## src/rtl/mem_arb_pkg.sv

```systemverilog
// Shared types for the unified-memory arbiter: memory command encoding,
// arbiter FSM states and word-address alignment.
package mem_arb_pkg;

    typedef enum logic [1:0] {
        MEM_NONE  = 2'b00,
        MEM_LOAD  = 2'b01,
        MEM_STORE = 2'b10
    } mem_cmd_t;

    typedef enum logic [1:0] {
        IDLE   = 2'b00,
        WAIT_I = 2'b01,
        WAIT_D = 2'b10
    } arb_state_t;

    // Memory is word addressed; byte offset bits are dropped.
    function automatic logic [31:0] word_addr(input logic [31:0] a);
        return a & 32'hFFFF_FFFC;
    endfunction

endpackage

```

## src/rtl/arb_starve_ctr.sv

```systemverilog
// Starvation counter for the fetch port. Counts arbitration cycles the fetch
// port loses to the data port while it has a live request, saturating at
// MAX_STARVE; force_o tells the arbiter to grant the fetch port next.
// Only instantiated when ARB_STARVE_EN is defined.
module arb_starve_ctr #(
    parameter int MAX_STARVE = 4
) (
    input  logic clk,
    input  logic rst,
    input  logic inc_i,
    input  logic clr_i,
    output logic force_o
);

    localparam int CW = $clog2(MAX_STARVE + 1);
    localparam logic [CW-1:0] LIMIT = CW'(MAX_STARVE);

    logic [CW-1:0] cnt_q;
    logic [CW-1:0] cnt_d;

    // Clear wins over increment; saturate at the limit.
    always_comb begin
        cnt_d = cnt_q;
        if (clr_i) begin
            cnt_d = '0;
        end else if (inc_i && (cnt_q != LIMIT)) begin
            cnt_d = cnt_q + 1'b1;
        end
    end

    // Counter register with synchronous reset.
    always_ff @(posedge clk) begin
        if (rst) begin
            cnt_q <= '0;
        end else begin
            cnt_q <= cnt_d;
        end
    end

    assign force_o = (cnt_q == LIMIT);

endmodule

```

## src/rtl/mem_arbiter.sv

```systemverilog
// Single-port memory arbiter between the IF fetch port and the MEM data port.
// One transaction outstanding at a time; data port has priority.
// Optional build macro ARB_STARVE_EN: after MAX_STARVE consecutive lost
// arbitrations the fetch port is granted even when the data port requests.
//
// state  | meaning
// IDLE   | arbitrate and drive the winner's command; stores complete here
// WAIT_D | data load accepted, waiting for mem_rvalid
// WAIT_I | fetch accepted, waiting for mem_rvalid (may be squashed)
module mem_arbiter
    import mem_arb_pkg::*;
#(
    parameter int MAX_STARVE = 4
) (
    input  logic        clk,
    input  logic        rst,
    input  logic        if_req,
    input  logic [31:0] if_addr,
    input  logic        if_flush,
    output logic        if_rvalid,
    output logic [31:0] if_rdata,
    output logic        if_stall,
    input  logic        d_req,
    input  logic        d_we,
    input  logic [31:0] d_addr,
    input  logic [31:0] d_wdata,
    output logic        d_done,
    output logic [31:0] d_rdata,
    output logic [1:0]  mem_cmd,
    output logic [31:0] mem_addr,
    output logic [31:0] mem_wdata,
    input  logic        mem_ready,
    input  logic        mem_rvalid,
    input  logic [31:0] mem_rdata
);

    arb_state_t state_q, state_d;
    logic       squash_q, squash_d;
    logic       force_if;
    logic       if_cand;
    logic       grant_d;
    logic       grant_i;
    logic       rsp_i;
    logic       rsp_d;
    mem_cmd_t   cmd;

    assign if_cand = if_req & ~if_flush;

    // Winner selection; only meaningful in IDLE and never during reset.
    always_comb begin
        grant_d = 1'b0;
        grant_i = 1'b0;
        if ((state_q == IDLE) && !rst) begin
            grant_d = d_req & ~(force_if & if_cand);
            grant_i = if_cand & ~grant_d;
        end
    end

    // Memory command is driven combinationally from the winning requester.
    always_comb begin
        cmd       = MEM_NONE;
        mem_addr  = '0;
        mem_wdata = '0;
        if (grant_d) begin
            cmd      = d_we ? MEM_STORE : MEM_LOAD;
            mem_addr = word_addr(d_addr);
            if (d_we) begin
                mem_wdata = d_wdata;
            end
        end else if (grant_i) begin
            cmd      = MEM_LOAD;
            mem_addr = word_addr(if_addr);
        end
    end

    assign mem_cmd = cmd;

    assign rsp_d = (state_q == WAIT_D) & mem_rvalid & ~rst;
    assign rsp_i = (state_q == WAIT_I) & mem_rvalid & ~rst;

    assign d_done    = (grant_d & d_we & mem_ready) | rsp_d;
    assign d_rdata   = rsp_d ? mem_rdata : '0;
    assign if_rvalid = rsp_i & ~(squash_q | if_flush);
    assign if_rdata  = rsp_i ? mem_rdata : '0;
    assign if_stall  = if_req & ~if_rvalid;

    // Next-state and squash tracking.
    always_comb begin
        state_d  = state_q;
        squash_d = squash_q;
        case (state_q)
            IDLE: begin
                squash_d = 1'b0;
                if (mem_ready) begin
                    if (grant_d && !d_we) begin
                        state_d = WAIT_D;
                    end else if (grant_i) begin
                        state_d = WAIT_I;
                    end
                end
            end
            WAIT_I: begin
                squash_d = squash_q | if_flush;
                if (mem_rvalid) begin
                    state_d  = IDLE;
                    squash_d = 1'b0;
                end
            end
            WAIT_D: begin
                if (mem_rvalid) begin
                    state_d = IDLE;
                end
            end
            default: begin
                state_d  = IDLE;
                squash_d = 1'b0;
            end
        endcase
    end

    // FSM state register with synchronous reset.
    always_ff @(posedge clk) begin
        if (rst) begin
            state_q  <= IDLE;
            squash_q <= 1'b0;
        end else begin
            state_q  <= state_d;
            squash_q <= squash_d;
        end
    end

`ifdef ARB_STARVE_EN
    arb_starve_ctr #(
        .MAX_STARVE(MAX_STARVE)
    ) u_starve (
        .clk     (clk),
        .rst     (rst),
        .inc_i   (grant_d & if_cand),
        .clr_i   ((grant_i & mem_ready) | if_flush),
        .force_o (force_if)
    );
`else
    // Strict data priority; MAX_STARVE has no effect in this build.
    localparam int unused_max_starve = MAX_STARVE;
    assign force_if = 1'b0;
`endif

endmodule

```

## config.mk

```make
export PLATFORM = sky130hd
export DESIGN_NAME = mem_arbiter
export DESIGN_NICKNAME = d
export VERILOG_FILES = /design/src/rtl/mem_arb_pkg.sv /design/src/rtl/arb_starve_ctr.sv /design/src/rtl/mem_arbiter.sv
export SDC_FILE = /design/constraint.sdc
export NUM_CORES = 1
export LEC_CHECK = 0
export ABC_AREA = 1
export CORE_AREA = 4 4 102 104
export DETAILED_ROUTE_END_ITERATION = 8
export DIE_AREA = 0 0 106 108
export HOLD_SLACK_MARGIN = 0.12
export PLACE_DENSITY_LB_ADDON = 0.25
export SYNTH_ARGS = -nofsm -noshare
export SYNTH_HDL_FRONTEND = slang
export SYNTH_SLANG_ARGS = --single-unit
```

## constraint.sdc

```tcl
create_clock -name clk -period 1.9 [get_ports clk]
set_input_delay 0.57 -clock clk [delete_from_list [all_inputs] [get_ports clk]]
set_output_delay 0.57 -clock clk [all_outputs]
set_load 0.03 [all_outputs]
```

==> metrics.yaml, run 1 <==
route:
  first_iter_violations: 80
  antenna_left: 0
  wl_per_cell_um: 14.9
  viasPerCell: 4.10
  via_count: 3090
  finalWirelength_um: 11300
  drc: 0
  firstDrtPassIters: 4
setup_path:
  cp-start-kind: "input pin"
  cp.arrival_ns: 1.63
  cp-end-kind: "output pin"
  crit_path_max_fanout: 5
  cp.required_ns: 1.33
  worst-setup-path-type: "input pin to output pin"
layout:
  nets: 761
  finalNonFillerCells: 754
  drive_gt1_share_pct: 56.2
  n_fill_cell: 725
  n_antenna_cell: 0
  area_delta_synth_final_pct: 362
run:
  cap_violations: 0
die:
  die_h_um: 108
  core_region_area_um2: 9550
  start_util_pct: 14.5
  io_pins: 269
  fp.dieW_um: 106
  fp.dieArea_um2: 11400
  rows: 36
cts:
  cts-root-buf: "clkbuf_8"
  clk_path_buf_depth: 2
  cts_tree: "yes"
  cts_sinks: 3
  clock_latency_ns: 0.21
  cts_hold_buf: 0
  numCtsBuffers: 3
  cts-htree-levels: 1
  clkSlewWorstSetupHoldPaths_ns: 0.03
synth:
  synth_simple_gate_area_share_pct: 53.0
  syn_area_um2: 1380
  synth-seq-area-share_pct: 4.35
  netlist.area_leader.share_pct: 27.2
  synth_compound_area_share_pct: 12.0
  synth-adder-area-share_pct: 2.72
  synth.distinct_cells: 21
  synth_xor_area_share_pct: 0
  synth_flop_cell: "dfxtp_1"
  synthMuxAreaShare_pct: 0
  yosys-top-cells-area: "nor2_1 27%, nand2_1 19%, inv_1 19%"
  synthArstFlopShare_pct: 0
  ys_ff_latch: 3
  synth_cells: 317
  synth_top_family_by_area: "simple AND/OR/NAND/NOR gates"
  synth-edff-count: 0
  synth.most_common_cell: "nor2_1"
  yosysTopAreaCell: "nor2_1"
  synthTopCellsByCount: "100 x nor2_1, 71 x nand2_1, 70 x inv_1"
  syn_area_per_cell_um2: 4.35
  ys.warnings.count: 0
place:
  port_buffers: 262
  globalplace.congestion: 0.752
  dp.cells: 721
  hpwl_um: 7660
  dp_slack_ns: -0.617
status:
  status: "finished, violations left"
  violations: "negative setup slack"
power_and_ir_drop:
  ir_drop_mv: 0.276
  power_density_nw_per_um2: 565
  p_leak_nw: 2.78
timing:
  fin_tns_setup_ns: -29.35
  finalSetupViolCount: 131
  post-route-min-period_ns: 2.20
  fmax_ghz: 0.456
  hold_violations: 0
  fin_crit_sh_pct: 116
  finalMaxSlewViolations: 0
  setup_ws_ns: -0.295
  rsz0062_at_grt: "true"
  fin_worst_skew_ns: 0.000877
  hold_ws_ns: 0.539
global_routing:
  grt_pass1_wl_um: 17000
  grt_max_degree: 21
  grt_use_total_pct: 18.3
  grt_antenna_before_repair: 0
  overflow: 0
  grt_pass1_vias: 3413
worst_hold_path:
  hp-class: "flip-flop to flip-flop"
-- where the power goes --
group	internal [mW]	switching (mW)	leakage [nW]	total, mW
logic	1.60	1.71	2.73	3.30
clock network	0.143	0.0396	0.0228	0.182
registers	0.0928	0.0174	0.0253	0.110
-- per-layer routing --
metal | up-vias | track usage, % | part of all wire, %
met4 | 0 | 5.74 | 2.3
met2 | 143 | 37.1 | 57
li1 | 1522 | - | -
met1 | 1403 | 17.8 | 33
met5 | - | 0 | 0
met3 | 22 | 5.07 | 7.1
-- registers in the layout, indices dropped and copies added, names as in the netlist --
signal	count
state_q	2
squash_q	1
-- cell type report --
class                   instances  area [um2]  area share, %
repair buffers                320        3720           58.5
multi-input cells             222        2090           32.9
inverters                      72         278           4.36
well taps                     133         166           2.61
flip-flops and latches          3        62.6          0.982
clock buffers                   4        45.0          0.707
-- per-stage QoR --
| step | power, mW | cell area, um2 | utilization, % |
|---|---|---|---|
| after floorplan | 1.49 | 2000 | - |
| after global placement | 2.50 | 4690 | 49.1 |
| after detailed placement | 2.53 | 4690 | 49.1 |
| after CTS | 3.49 | 6210 | 65.1 |
| after global routing | 3.80 | 6370 | 66.7 |
| final | 3.60 | 6370 | 66.7 |
-- kinds of logic after synthesis --
group | count (synthesis)
AOI/OAI and AO/OA | 33
adders and majority gates | 3
buffers and inverters | 93
DFF | 3
other | 1
and+or+nand+nor | 184
-- critical path, cell delays in order --
cell,delay (ns)
clkdlybuf4s15_2,0.20
nor2_2,0.14
nand3_4,0.12
buf_4,0.16
buf_12,0.14
o21ai_4,0.14
buf_6,0.15
-- final timing paths --
kind	from	end	slack, ns	depth (start not counted)
worst max-delay path	if_flush	mem_addr[5]	-0.30	7
worst min-delay path	squash_q	squash_q	0.54	2
worst min register to register	squash_q	squash_q	0.54	2
worst max register to register	state_q[1]	state_q[0]	0.22	13
-- cells in the final DEF, fill, tap and decap left out, types with 2 or more instances in the layout --
| master | instances |
|---|---|
| clkdlybuf4s15_2 | 4 |
| nor2_4 | 94 |
| buf_12 | 18 |
| inv_1 | 67 |
| nor2_1 | 2 |
| nand3_1 | 2 |
| o21ai_4 | 29 |
| a21oi_1 | 3 |
| clkdlybuf4s50_1 | 125 |
| dfxtp_2 | 2 |
| nor2_2 | 5 |
| nand2_4 | 4 |
| inv_2 | 3 |
| nand4_1 | 3 |
| buf_8 | 4 |
| nand2_2 | 4 |
| clkbuf_8 | 3 |
| conb_1 | 2 |
| buf_6 | 138 |
| buf_16 | 9 |
| ha_4 | 3 |
| nand3_4 | 3 |
| nand2_1 | 64 |
| buf_4 | 18 |
-- repair_timing --
action                                  4_1_cts  5_1_grt
setup buffers                                14        6
endpoints found under the setup margin      131      132
pin swaps                                    13        6
gates cloned                                 10        1
resized for setup                           305       14
No activity file was read; power rests on OpenSTA's default activity.
==> run 2: changes to the inputs <==
--- a/config.mk
+++ b/config.mk
@@ -9,6 +9,7 @@
 export CORE_AREA = 4 4 102 104
 export DETAILED_ROUTE_END_ITERATION = 8
 export DIE_AREA = 0 0 106 108
+export GPL_TIMING_DRIVEN = 0
 export HOLD_SLACK_MARGIN = 0.12
 export PLACE_DENSITY_LB_ADDON = 0.25
 export SYNTH_ARGS = -nofsm -noshare
==> run 2 against run 1 <==
  * The flow still finishes with violations (negative setup slack)
  * Clock power is 2% higher
  * Sequential share of layout area increased by 0.16 points
  * Critical path type is now flip-flop to output pin
  * Combinational power shrank 16%
  * Sequential cell count unchanged
  * Highest routed layer unchanged
  * Final cell count shrank 2.1%
==> metrics.yaml, run 2 (synthesis results as in run 1) <==
setup_path:
  cp.required_ns: 1.33
  cp-end-kind: "output pin"
  cp.arrival_ns: 1.63
  cp-start-kind: "flip-flop"
  worst-setup-path-type: "flip-flop to output pin"
  path_cells: "inv_2 -> ha_4 -> inv_2 -> nor2_4 -> nand3_4 -> clkbuf_16 -> o21ai_4 -> buf_6"
  reg2reg_slack_ns: 0.36
  crit_slowest_cell: "dfxtp_2"
  r2r_end: "state_q[0]"
  critPathMaxStageDelay_ns: 0.31
  cpMostUsedCell: "inv_2"
  crit_path_max_fanout: 8
  reg2reg_from: "state_q[1]"
  reg2reg_depth: 11
global_routing:
  overflow: 0
  grt_pass1_vias: 2988
  grt_pass1_wl_um: 14400
  grt_antenna_before_repair: 0
  grt_max_degree: 11
  grt_use_total_pct: 15.4
die:
  die_h_um: 108
  fp.dieArea_um2: 11400
  io_pins: 269
  rows: 36
  start_util_pct: 14.5
  core_region_area_um2: 9550
  fp.dieW_um: 106
cts:
  clock_latency_ns: 0.22
  clk_path_buf_depth: 2
  cts-htree-levels: 1
  cts-root-buf: "clkbuf_8"
  cts_sinks: 3
  clkSlewWorstSetupHoldPaths_ns: 0.03
  cts_hold_buf: 0
  numCtsBuffers: 3
  cts_tree: "yes"
layout:
  final_cell_mix: "125 x clkdlybuf4s50_1, 95 x buf_6, 69 x nand2_1"
  final_common_cell: "clkdlybuf4s50_1"
  nets: 745
  top_register: "state_q"
  n_fill_cell: 907
  final_util_pct: 56.2
  largest_register_ffs: 2
  drive_gt1_share_pct: 48.1
  finalNonFillerCells: 738
  area_delta_synth_final_pct: 289
  top_regs: "state_q x2, squash_q x1"
  n_antenna_cell: 0
route:
  antenna_left: 0
  viasPerCell: 3.98
  drc: 0
  via_count: 2938
  finalWirelength_um: 9700
  first_iter_violations: 98
  wl_per_cell_um: 13.1
  firstDrtPassIters: 4
place:
  hpwl_um: 8000
  globalplace.congestion: 0.749
  dp.cells: 712
  dp_slack_ns: -1.25
  port_buffers: 261
worst_hold_path:
  hold_path_depth: 2
  hold_start: "squash_q"
  hold_end: "squash_q"
  hp-class: "flip-flop to flip-flop"
status:
  status: "finished, violations left"
  violations: "negative setup slack"
timing:
  hold_violations: 0
  fin_worst_skew_ns: 0.000755
  fin_crit_sh_pct: 116
  finalSetupViolCount: 130
  setup_ws_ns: -0.303
  rsz0062_at_grt: "true"
  finalMaxSlewViolations: 0
  fmax_ghz: 0.454
  post-route-min-period_ns: 2.20
  fin_tns_setup_ns: -29.74
power_and_ir_drop:
  intPower_mw: 1.54
  power_frac_seq_pct: 3.5
  swShare_pct: 50.1
  power_density_nw_per_um2: 573
  p_leak_nw: 2.55
  p_sw_mw: 1.54
  ir_drop_mv: 0.259
  power_frac_clock_pct: 6.0
  combPwrFrac_pct: 90.4
run:
  cap_violations: 0
run 2: cell types whose count changed in the layout (fill, tap and decap cells not counted), sizes merged:
| cell | change |
|---|---|
| buf | -24 |
| clkdlybuf4s15 | -2 |
| clkbuf | +10 |
run 2: layout make-up:
class | count | area (um2) | area share, %
timing repair buffer | 284 | 2890 | 53.8
sequential | 3 | 61.3 | 1.14
tap | 133 | 166 | 3.10
clock buffer | 4 | 45.0 | 0.839
multi-input combinational | 222 | 1660 | 30.9
buffer | 20 | 273 | 5.08
inverter | 72 | 273 | 5.08
run 2: what timing repair did:
item / CTS / global route
pin swaps: 7 / 4
gates cloned: 6 / 1
gates resized for setup: 889 / 81
endpoints found under the setup margin: 131 / 131
buffers inserted: 5 / 11
run 2: through the flow:
step / total power, mW / hold WS [ns] / instance area, um2
global route: 3.27 / 0.588 / 5370
CTS: 2.84 / 0.548 / 4980
detailed placement: 2.39 / 0.513 / 4780
global placement: 2.37 / 0.497 / 4780
floorplan: 1.49 / 0.475 / 2000
finish: 3.07 / 0.546 / 5370
run 2: critical path: cells and delay by family, from the launching register on:
kind / cells / cell delay [ns]
AO/OA/AOI/OAI: 1 / 0.13
AND/OR/NAND/NOR: 2 / 0.33
buffers and inverters: 4 / 0.51
adder cells (fa/ha/maj): 1 / 0.14
flip-flops: 1 / 0.31
run 2: power groups by stage:
stage          combinational, mW  sequential, mW  clock, mW
5_1_grt                     2.96           0.111      0.195
3_5_place_dp                2.29           0.103          0
2_1_floorplan               1.39           0.100          0
4_1_cts                     2.54           0.109      0.189
3_3_place_gp                2.26           0.101          0
6_report                    2.78           0.109      0.186
run 2: per-layer routing:
layer	share of wire (%)	vias up	track usage [%]
li1	-	1483	-
met1	34	1306	15.2
met2	56	137	31.3
met3	8.6	12	4.66
met4	1.5	0	3.61
met5	0	-	0
run 2: how the worst max path moves through the flow:
| stage | from | end | slack, ns | cells after the start |
|---|---|---|---|---|
| global placement | rst | if_rdata[17] | -1.28 | 6 |
| floorplan | rst | if_stall | -0.08 | 4 |
| detailed placement | rst | if_rdata[17] | -1.25 | 6 |
| CTS | state_q[1] | mem_addr[29] | -0.34 | 8 |
| global route | state_q[1] | mem_addr[22] | -0.39 | 8 |
| finish | state_q[1] | mem_addr[25] | -0.30 | 8 |
==> run 3: changes to the inputs <==
--- a/config.mk
+++ b/config.mk
@@ -5,13 +5,13 @@
 export SDC_FILE = /design/constraint.sdc
 export NUM_CORES = 1
 export LEC_CHECK = 0
-export ABC_AREA = 1
-export CORE_AREA = 4 4 102 104
+export CORE_AREA = 4 4 101 103
 export DETAILED_ROUTE_END_ITERATION = 8
-export DIE_AREA = 0 0 106 108
+export DIE_AREA = 0 0 105 107
 export GPL_TIMING_DRIVEN = 0
 export HOLD_SLACK_MARGIN = 0.12
 export PLACE_DENSITY_LB_ADDON = 0.25
 export SYNTH_ARGS = -nofsm -noshare
 export SYNTH_HDL_FRONTEND = slang
+export SYNTH_HIERARCHICAL = 1
 export SYNTH_SLANG_ARGS = --single-unit
==> run 3 against run 2 <==
  * The run still ends with negative setup slack left
  * Die area decreased by 1.9%
  * Critical path depth unchanged
  * Area after synthesis decreased by 6.4%
  * Critical path type unchanged
  * Largest power group unchanged
==> metrics.yaml, run 3 <==
route:
  finalWirelength_um: 9760
  drc: 0
  firstDrtPassIters: 4
  antenna_left: 0
  viasPerCell: 4.42
  via_count: 2530
  wl_per_cell_um: 17.0
  first_iter_violations: 86
cts:
  numCtsBuffers: 3
  clkSlewWorstSetupHoldPaths_ns: 0.03
  cts_sinks: 3
  cts-htree-levels: 1
  clock_latency_ns: 0.22
  cts_tree: "yes"
  cts_hold_buf: 0
  cts-root-buf: "clkbuf_8"
  clk_path_buf_depth: 2
timing:
  finalMaxSlewViolations: 0
  hold_violations: 0
  fin_tns_setup_ns: -36.44
  rsz0062_at_grt: "true"
  fin_worst_skew_ns: 0.00315
  post-route-min-period_ns: 2.24
  setup_ws_ns: -0.337
  fmax_ghz: 0.447
  finalSetupViolCount: 131
  fin_crit_sh_pct: 118
synth:
  ys.warnings.count: 6
  synth-adder-area-share_pct: 2.91
  netlist.area_leader.share_pct: 31.0
  syn_area_per_cell_um2: 7.02
  synth_flop_cell: "dfxtp_1"
  synth.distinct_cells: 30
  synthTopCellsByCount: "64 x and2_1, 32 x and3_1, 30 x a22o_1"
  syn_area_um2: 1290
  synth_compound_area_share_pct: 24.3
  synthMuxAreaShare_pct: 0
  synth.most_common_cell: "and2_1"
  yosysTopAreaCell: "and2_1"
  yosys-top-cells-area: "and2_1 31%, a22o_1 20%, and3_1 16%"
  synth-seq-area-share_pct: 4.65
  ys_ff_latch: 3
  synth-edff-count: 0
  synth_cells: 184
  synth_top_family_by_area: "simple AND/OR/NAND/NOR gates"
  synthArstFlopShare_pct: 0
  synth_simple_gate_area_share_pct: 56.4
  synth_xor_area_share_pct: 0
setup_path:
  cp-start-kind: "flip-flop"
  crit_slowest_cell: "dfxtp_2"
  cp.depth: 8
  cp.buffers_inverters: 5
  cp-end-kind: "output pin"
  cp_top_family: "buffers and inverters"
  reg2reg_depth: 6
  reg2reg_slack_ns: 0.42
  r2r_end: "state_q[0]"
  cp.arrival_ns: 1.67
  crit_start: "state_q[0]"
  cpMostUsedCell: "buf_6"
  path_cells: "inv_2 -> ha_2 -> inv_1 -> nor3_4 -> buf_6 -> clkbuf_16 -> and2_2 -> buf_6"
  critPathMaxStageDelay_ns: 0.32
  worst-setup-path-type: "flip-flop to output pin"
  crit_path_max_fanout: 10
  reg2reg_from: "state_q[0]"
  cp.required_ns: 1.33
layout:
  final_util_pct: 53.5
  largest_register_ffs: 2
  top_regs: "state_q x2, squash_q x1"
  fin_area_um2: 4920
  top_register: "state_q"
  nets: 602
  final_common_cell: "buf_6"
  final_cell_mix: "140 x buf_6, 125 x clkdlybuf4s50_1, 59 x and2_2"
  n_antenna_cell: 0
  area_delta_synth_final_pct: 281
  n_fill_cell: 849
  finalNonFillerCells: 573
  drive_gt1_share_pct: 67.5
  multi_input_area_um2: 1460
  seqCellArea_um2: 62.6
worst_hold_path:
  hold_start: "state_q[0]"
  hold_end: "state_q[0]"
  hp-class: "flip-flop to flip-flop"
  hold_path_depth: 2
power_and_ir_drop:
  power_density_nw_per_um2: 232
  ir_drop_mv: 0.142
  p_leak_nw: 2.23
die:
  start_util_pct: 14.0
  fp.dieArea_um2: 11200
  io_pins: 269
  core_region_area_um2: 9200
  die_h_um: 107
  fp.dieW_um: 105
  rows: 35
run:
  cap_violations: 0
status:
  status: "finished, violations left"
  violations: "negative setup slack"
place:
  dpl_cell_area_um2: 4360
  hpwl_um: 8020
  dp_slack_ns: -1.53
  port_buffers: 262
  globalplace.congestion: 0.757
  dp.cells: 558
global_routing:
  grt_antenna_before_repair: 1
  grt_use_total_pct: 16.2
  grt_max_degree: 11
  overflow: 0
  grt_pass1_wl_um: 14800
  grt_pass1_vias: 2654
==> run 3: through the flow <==
step | hold WS, ns | total power, mW
2_1_floorplan | 0.478 | 0.405
3_3_place_gp | 0.506 | 0.853
3_5_place_dp | 0.510 | 0.859
4_1_cts | 0.527 | 1.11
5_1_grt | 0.550 | 1.20
6_report | 0.520 | 1.14
==> run 3: metal layers <==
| metal | up-vias | share of wire, % | track usage, % |
|---|---|---|---|
| met5 | - | 0.20 | 0 |
| met4 | 2 | 1.1 | 3.37 |
| met3 | 8 | 11 | 6.44 |
| met2 | 160 | 52 | 30.7 |
| met1 | 1150 | 35 | 16.8 |
| li1 | 1210 | - | - |
==> run 3: worst max path at each step <==
| stage | to |
|---|---|
| 6_report | d_rdata[25] |
| 5_1_grt | mem_addr[14] |
| 4_1_cts | d_rdata[12] |
| 3_5_place_dp | d_rdata[23] |
| 3_3_place_gp | d_rdata[23] |
| 2_1_floorplan | if_stall |
==> run 3: cell families (layout without fill, tap and decap cells) <==
kind of cell,Yosys count,count (layout)
simple gates,113,113
buf+inv,27,304
fa+ha+maj,3,3
other cells,1,2
flops,3,3
compound gates,37,37
==> run 3: worst min-delay path: stages, from the launching register on <==
cell and delay, ns:
dfxtp_2 0.32, o211ai_1 0.08, o2bb2ai_1 0.07
==> run 3: power by group <==
part | leakage [nW] | switching, mW | internal, mW
logic | 2.18 | 0.358 | 0.521
registers | 0.0253 | 0.00278 | 0.0666
clock network | 0.0228 | 0.0478 | 0.144
total | 2.23 | 0.408 | 0.732
==> run 3: cell type report <==
type                       instances  area share [%]
clock buffer                       4           0.915
tap                              111            2.82
multi-input combinational        155            29.6
buffer                            22            5.54
inverter                           5           0.381
timing repair buffer             273            59.5
sequential                         3            1.27
==> run 3: repair_timing <==
action / in CTS / in global routing
endpoints found under the hold margin: 0 / 0
gates resized for setup: 937 / 79
endpoints found under the setup margin: 131 / 131
buffers inserted: 5 / 2
gates cloned: 3 / 1
pin swaps: 3 / 5
